==> config.mk <==
export PLATFORM = sky130hd
export DESIGN_NAME = ifetch_responder
export DESIGN_NICKNAME = d
export VERILOG_FILES = /design/src/rtl/ifetch_responder.sv
export SDC_FILE = /design/constraint.sdc
export NUM_CORES = 1
export LEC_CHECK = 0
export CAP_MARGIN = 20
export CELL_PAD_IN_SITES_DETAIL_PLACEMENT = 2
export CELL_PAD_IN_SITES_GLOBAL_PLACEMENT = 2
export CORE_MARGIN = 5
export CORE_UTILIZATION = 39
export DETAILED_ROUTE_END_ITERATION = 16
export DONT_BUFFER_PORTS = 1
export GPL_TIMING_DRIVEN = 0
export PLACE_DENSITY = 0.78
export SYNTH_ARGS = -nofsm -noshare
export SYNTH_HDL_FRONTEND = slang
export SYNTH_SLANG_ARGS = --single-unit
==> constraint.sdc <==
create_clock -name clk -period 3.9 [get_ports clk]
set_input_delay 1.17 -clock clk [delete_from_list [all_inputs] [get_ports clk]]
set_output_delay 1.17 -clock clk [all_outputs]
set_load 0.05 [all_outputs]
==> src/rtl/ifetch_responder.sv <==
// Instruction fetch responder: turns PC-unit fetch requests into single
// outstanding memory reads, queues returned words in a 2-entry FIFO, and
// handles branch flushes, misaligned PCs and memory timeouts.
module ifetch_responder #(
    parameter int          TIMEOUT_CYCLES = 16,
    parameter logic [31:0] RESET_PC       = 32'h00400020
) (
    input  logic        clk,
    input  logic        rst_n,
    input  logic [31:0] pc_in,
    input  logic        pc_valid,
    input  logic        flush,
    output logic        advance,
    output logic        mem_req,
    output logic [31:0] mem_addr,
    input  logic        mem_ack,
    input  logic [31:0] mem_rdata,
    output logic        instr_valid,
    output logic [31:0] instr,
    output logic [31:0] instr_pc,
    input  logic        instr_ready,
    output logic        fault
);

    typedef enum logic [1:0] {IDLE, WAIT, DRAIN, FAULT} state_t;

    localparam int TW = $clog2(TIMEOUT_CYCLES + 1);

    state_t        state;
    logic [TW-1:0] timer;
    logic [1:0]    count;
    logic          rd_ptr;
    logic          wr_ptr;
    logic [31:0]   q_data [2];
    logic [31:0]   q_pc   [2];

    logic pc_aligned;
    logic push;
    logic pop;
    logic flush_q;
    logic timer_expired;

    // A word is accepted only from WAIT; a flush in the ack cycle drops it.
    // Once faulted, flush no longer touches the queue.
    assign pc_aligned    = (pc_in[1:0] == 2'b00);
    assign push          = (state == WAIT) && mem_ack && !flush;
    assign pop           = (count != 2'd0) && instr_ready;
    assign flush_q       = flush && (state != FAULT);
    assign timer_expired = (timer == TW'(TIMEOUT_CYCLES - 1));

    // Fetch control FSM with registered request/advance/fault outputs
    always_ff @(posedge clk or negedge rst_n) begin
        if (!rst_n) begin
            state    <= IDLE;
            timer    <= '0;
            mem_req  <= 1'b0;
            mem_addr <= 32'h0;
            advance  <= 1'b0;
            fault    <= 1'b0;
        end else begin
            advance <= 1'b0;
            case (state)
                IDLE: begin
                    // Misalignment is checked before queue space
                    if (pc_valid && !pc_aligned) begin
                        state   <= FAULT;
                        fault   <= 1'b1;
                        mem_req <= 1'b0;
                    end else if (pc_valid && (count < 2'd2) && !flush) begin
                        state    <= WAIT;
                        mem_req  <= 1'b1;
                        mem_addr <= pc_in;
                        timer    <= '0;
                    end
                end
                WAIT: begin
                    if (mem_ack) begin
                        state   <= IDLE;
                        mem_req <= 1'b0;
                        advance <= !flush;
                    end else if (flush) begin
                        state <= DRAIN;
                        timer <= '0;
                    end else if (timer_expired) begin
                        state   <= FAULT;
                        fault   <= 1'b1;
                        mem_req <= 1'b0;
                    end else begin
                        timer <= timer + 1'b1;
                    end
                end
                DRAIN: begin
                    // Keep the request up until the stale word returns
                    if (mem_ack) begin
                        state   <= IDLE;
                        mem_req <= 1'b0;
                    end else if (timer_expired) begin
                        state   <= FAULT;
                        fault   <= 1'b1;
                        mem_req <= 1'b0;
                    end else begin
                        timer <= timer + 1'b1;
                    end
                end
                default: begin
                    state   <= FAULT;
                    fault   <= 1'b1;
                    mem_req <= 1'b0;
                end
            endcase
        end
    end

    // Queue occupancy and pointers; flush wins over push and pop
    always_ff @(posedge clk or negedge rst_n) begin
        if (!rst_n) begin
            count  <= 2'd0;
            rd_ptr <= 1'b0;
            wr_ptr <= 1'b0;
        end else if (flush_q) begin
            count  <= 2'd0;
            rd_ptr <= 1'b0;
            wr_ptr <= 1'b0;
        end else begin
            if (push) wr_ptr <= ~wr_ptr;
            if (pop)  rd_ptr <= ~rd_ptr;
            case ({push, pop})
                2'b10:   count <= count + 2'd1;
                2'b01:   count <= count - 2'd1;
                default: count <= count;
            endcase
        end
    end

    // Queue storage: each entry captures {address, data} when it is the write slot
    generate
        for (genvar gi = 0; gi < 2; gi++) begin : g_entry
            always_ff @(posedge clk) begin
                if (push && (wr_ptr == 1'(gi))) begin
                    q_data[gi] <= mem_rdata;
                    q_pc[gi]   <= mem_addr;
                end
            end
        end
    endgenerate

    assign instr_valid = (count != 2'd0);
    assign instr       = instr_valid ? q_data[rd_ptr] : 32'h0;
    assign instr_pc    = instr_valid ? q_pc[rd_ptr]   : RESET_PC;

endmodule

==> results.sh <==
export IMPL_netlist_cell_type_count=42
export IMPL_final_antenna_net_count=0
export IMPL_ys_top_cells_by_area="edfxtp_1 56%, dfrtp_1 17%, mux2i_1 9.3%, mux2_4 6.1%, nor2_1 3.6%"
export IMPL_cp_required_ns=2.73
export IMPL_vias=3576
export IMPL_switchingPower_w=0.00221
export IMPL_nNetsFinal=517
export IMPL_horiz_die_dim_um=143
export IMPL_hpwl_um=11800
export IMPL_f_max_mhz=280
export IMPL_vert_die_dim_um=143
export IMPL_post_synth_top_area_cell="edfxtp_1"
export IMPL_clock_share_of_power_pct=26.9
export IMPL_layout_cell_area_non_filler_um2=7810
export IMPL_finClkSkew_ns=0.0135
export IMPL_cts_sinks=174
export IMPL_seq_area_frac_synth_pct=72.4
export IMPL_cts_tree="built"
export IMPL_critical_path_reg2reg_startpoint="state[1]"
export IMPL_cellLeakagePower_nw=2.79
export IMPL_io_buffer_count=0
export IMPL_grt_antenna_before_repair=0
export IMPL_drt_drc_violations_left=0
export IMPL_clock_insertion_delay_worst_skew_ns=0.43
export IMPL_reg2regPathDepth=7
export IMPL_row_count=48
export IMPL_tightestPinTransition_ns=1.02
export IMPL_critical_path_endpoint_type="output pin"
export IMPL_worst_ep_arrival_time_ns=2.41
export IMPL_slew_limit_headroom_pct=31.8
export IMPL_period_share_pct=91.7
export IMPL_rsz0062_at_grt="no"
export IMPL_grt_start_max_net_pins=47
export IMPL_dr_iter_0_viols=109
export IMPL_switching_share_pct=37.2
export IMPL_detail_route_wl_per_cell_um=24.4
export IMPL_grt_overflow_total=0
export IMPL_vdd_ir_drop_worst_mv=0.429
export IMPL_number_of_cts_inserted_buffers=17
export IMPL_synthesis_yosys_warnings=0
export IMPL_routed_via_density=5.26
export IMPL_timing_final_crit_period_ns=3.58
export IMPL_post_synth_top_count_cell="edfxtp_1"
export IMPL_coreArea_um2=17400
export IMPL_worstSetupStartpoint="rd_ptr"
export IMPL_synth_async_sr_flop_share_pct=26.4
export IMPL_power_density_nw_per_um2=762
export IMPL_finalSetupTns_ns=0
export IMPL_synth_top_cells_by_count="128 x edfxtp_1, 66 x nor2_1, 64 x mux2i_1"
export IMPL_layout_filler_cells=1634
export IMPL_crit_type="register to output pin"
export IMPL_cap_violations=0
export IMPL_num_antenna_cells=0
export IMPL_synthCells=420
export IMPL_p_int_w=0.00374
export IMPL_gr_usage_total_pct=16.5
export IMPL_clock_tree_buffer_depth=2
export IMPL_critPathMaxFanout=10
export IMPL_ys_dominant_reg_cell="edfxtp_1"
export IMPL_power_combinational_fraction_pct=18.4
export IMPL_first_global_vias=4123
export IMPL_synth_avg_cell_area_um2=16.4
export IMPL_last_element_of_the_critical_path="instr_pc[25]"
export IMPL_whs_ns=0.436
export IMPL_seqPwrFrac_pct=54.7
export IMPL_setup_reg_to_reg_worst_slack_ns=1.61
export IMPL_grt_first_pass_wirelength_um=25000
export IMPL_final_hold_violation_count=0
export IMPL_design_die_area_um2=20500
export IMPL_firstDrtPassIters=4
export IMPL_mappedNetlistNets=495
export IMPL_maxSlewViolCount=0
export IMPL_startpoint_type="register"
export IMPL_post_cts_clock_slew_at_the_launch_and_capture_registers_of_the_worst_setup_and_hold_paths_ns=0.07
export IMPL_cts_repair_timing_setup_buffer_count=0
export IMPL_count_of_boundary_i_o_pins=170
export IMPL_yosysTopAreaCellShare_pct=55.7
export IMPL_yosys_register_bits=174
export IMPL_initial_utilization_pct=39.7
export IMPL_cts_htree_levels=4
export IMPL_routabilityCongestion=0.803
export IMPL_layout_utilization_pct=45.0
export IMPL_reg2reg_to="q_data[0][31]"
export IMPL_clk_root_buffer_cell="clkbuf_16"
export IMPL_synth_edf_count=128
export IMPL_setup_violators_final=0
export IMPL_post_route_cells_drive_above_1_share_pct=18.9
export IMPL_wl_um=16600
export IMPL_dpl_instance_area_um2=7250
export IMPL_area_growth_syn_to_layout_pct=13.2
export IMPL_synthesis_area_um2=6900
export IMPL_status="completed"
export IMPL_min_delay_path_class="primary input to async pin"
[worst min-delay path by stage]
stage / start / to / slack, ns / depth (start not counted)
finish: rst_n / mem_addr[29] / 0.44 / 0
global route: rst_n / mem_addr[26] / 0.40 / 0
detailed placement: timer[1] / timer[1] / 0.52 / 1
floorplan: timer[1] / timer[1] / 0.48 / 1
global placement: timer[1] / timer[1] / 0.50 / 1
CTS: rst_n / mem_addr[29] / 0.41 / 0
[worst max-delay path, stage by stage, from the launching register on]
cell	delay (ns)
dfrtp_1	0.36
buf_2	0.31
buf_2	0.39
mux2i_1	0.14
nor2_1	0.78
[flip-flops by register name, summed over array words and instances (netlist names)]
register,flops
mem_addr,32
q_pc,64
timer,5
wr_ptr,1
rd_ptr,1
advance,1
count,2
state,2
q_data,64
mem_req,1
fault,1
[per-stage QoR]
stage          std cells  power, W  setup slack (ns)
5_1_grt              680   0.00621             0.178
2_1_floorplan        420   0.00409             0.426
6_report             680   0.00595             0.323
3_5_place_dp         648   0.00441             0.352
4_1_cts              680   0.00603             0.232
3_3_place_gp         645   0.00431            -0.639
[logic make-up after synthesis]
family | count (synthesis) | synth area share [%]
flip-flops | 174 | 72.4
multiplexers | 95 | 15.9
AND/OR/NAND/NOR | 89 | 5.82
AO/OA/AOI/OAI | 31 | 2.99
buffers and inverters | 24 | 1.76
adder cells (fa/ha/maj) | 5 | 0.907
XOR/XNOR | 2 | 0.254
[placed cells by master, fill, tap and decap left out, types with 2 or more instances in the layout]
cell type,count
a21boi_0,2
a21oi_1,7
a31o_2,4
and2_1,2
buf_12,3
buf_2,7
buf_6,3
clkbuf_1,10
clkbuf_16,17
clkbuf_8,2
clkinv_2,3
clkinvlp_4,2
dfrtp_1,46
edfxtp_1,128
ha_1,5
inv_1,7
inv_6,2
mux2_2,3
mux2_4,28
mux2i_1,64
nand2_1,6
nand3b_1,2
nor2_1,64
o21ai_0,9
[timing repair]
item	in CTS	in global routing
hold buffers	0	0
setup endpoints to repair	2	0
gates resized for setup	1	0
[area by class of cell]
class,count,area [um^2],area share (%)
inverters,8,30.0,0.384
clock inverters,9,86.3,1.11
plain buffers,16,91.3,1.17
well taps,225,282,3.60
repair buffers,3,60.1,0.769
clock buffers,23,468,5.99
flip-flops and latches,174,4990,64.0
multi-input cells,222,1800,23.0
[metal layers]
layer / wire length, um / vias up / track usage [%]
met5: 0 / - / 0
met4: 204 / 0 / 4.50
met3: 1480 / 17 / 7.07
met2: 8430 / 130 / 28.4
met1: 6450 / 1833 / 18.9
li1: - / 1596 / -
[power by group through the flow]
stage / Clock (W) / Combinational, W / Sequential [W]
4_1_cts: 0.00165 / 0.00112 / 0.00326
5_1_grt: 0.00174 / 0.00117 / 0.00329
2_1_floorplan: 0 / 0.000907 / 0.00318
3_5_place_dp: 0 / 0.00111 / 0.00330
3_3_place_gp: 0 / 0.00104 / 0.00327
6_report: 0.00160 / 0.00110 / 0.00325
(Power assumes the default switching activity.)
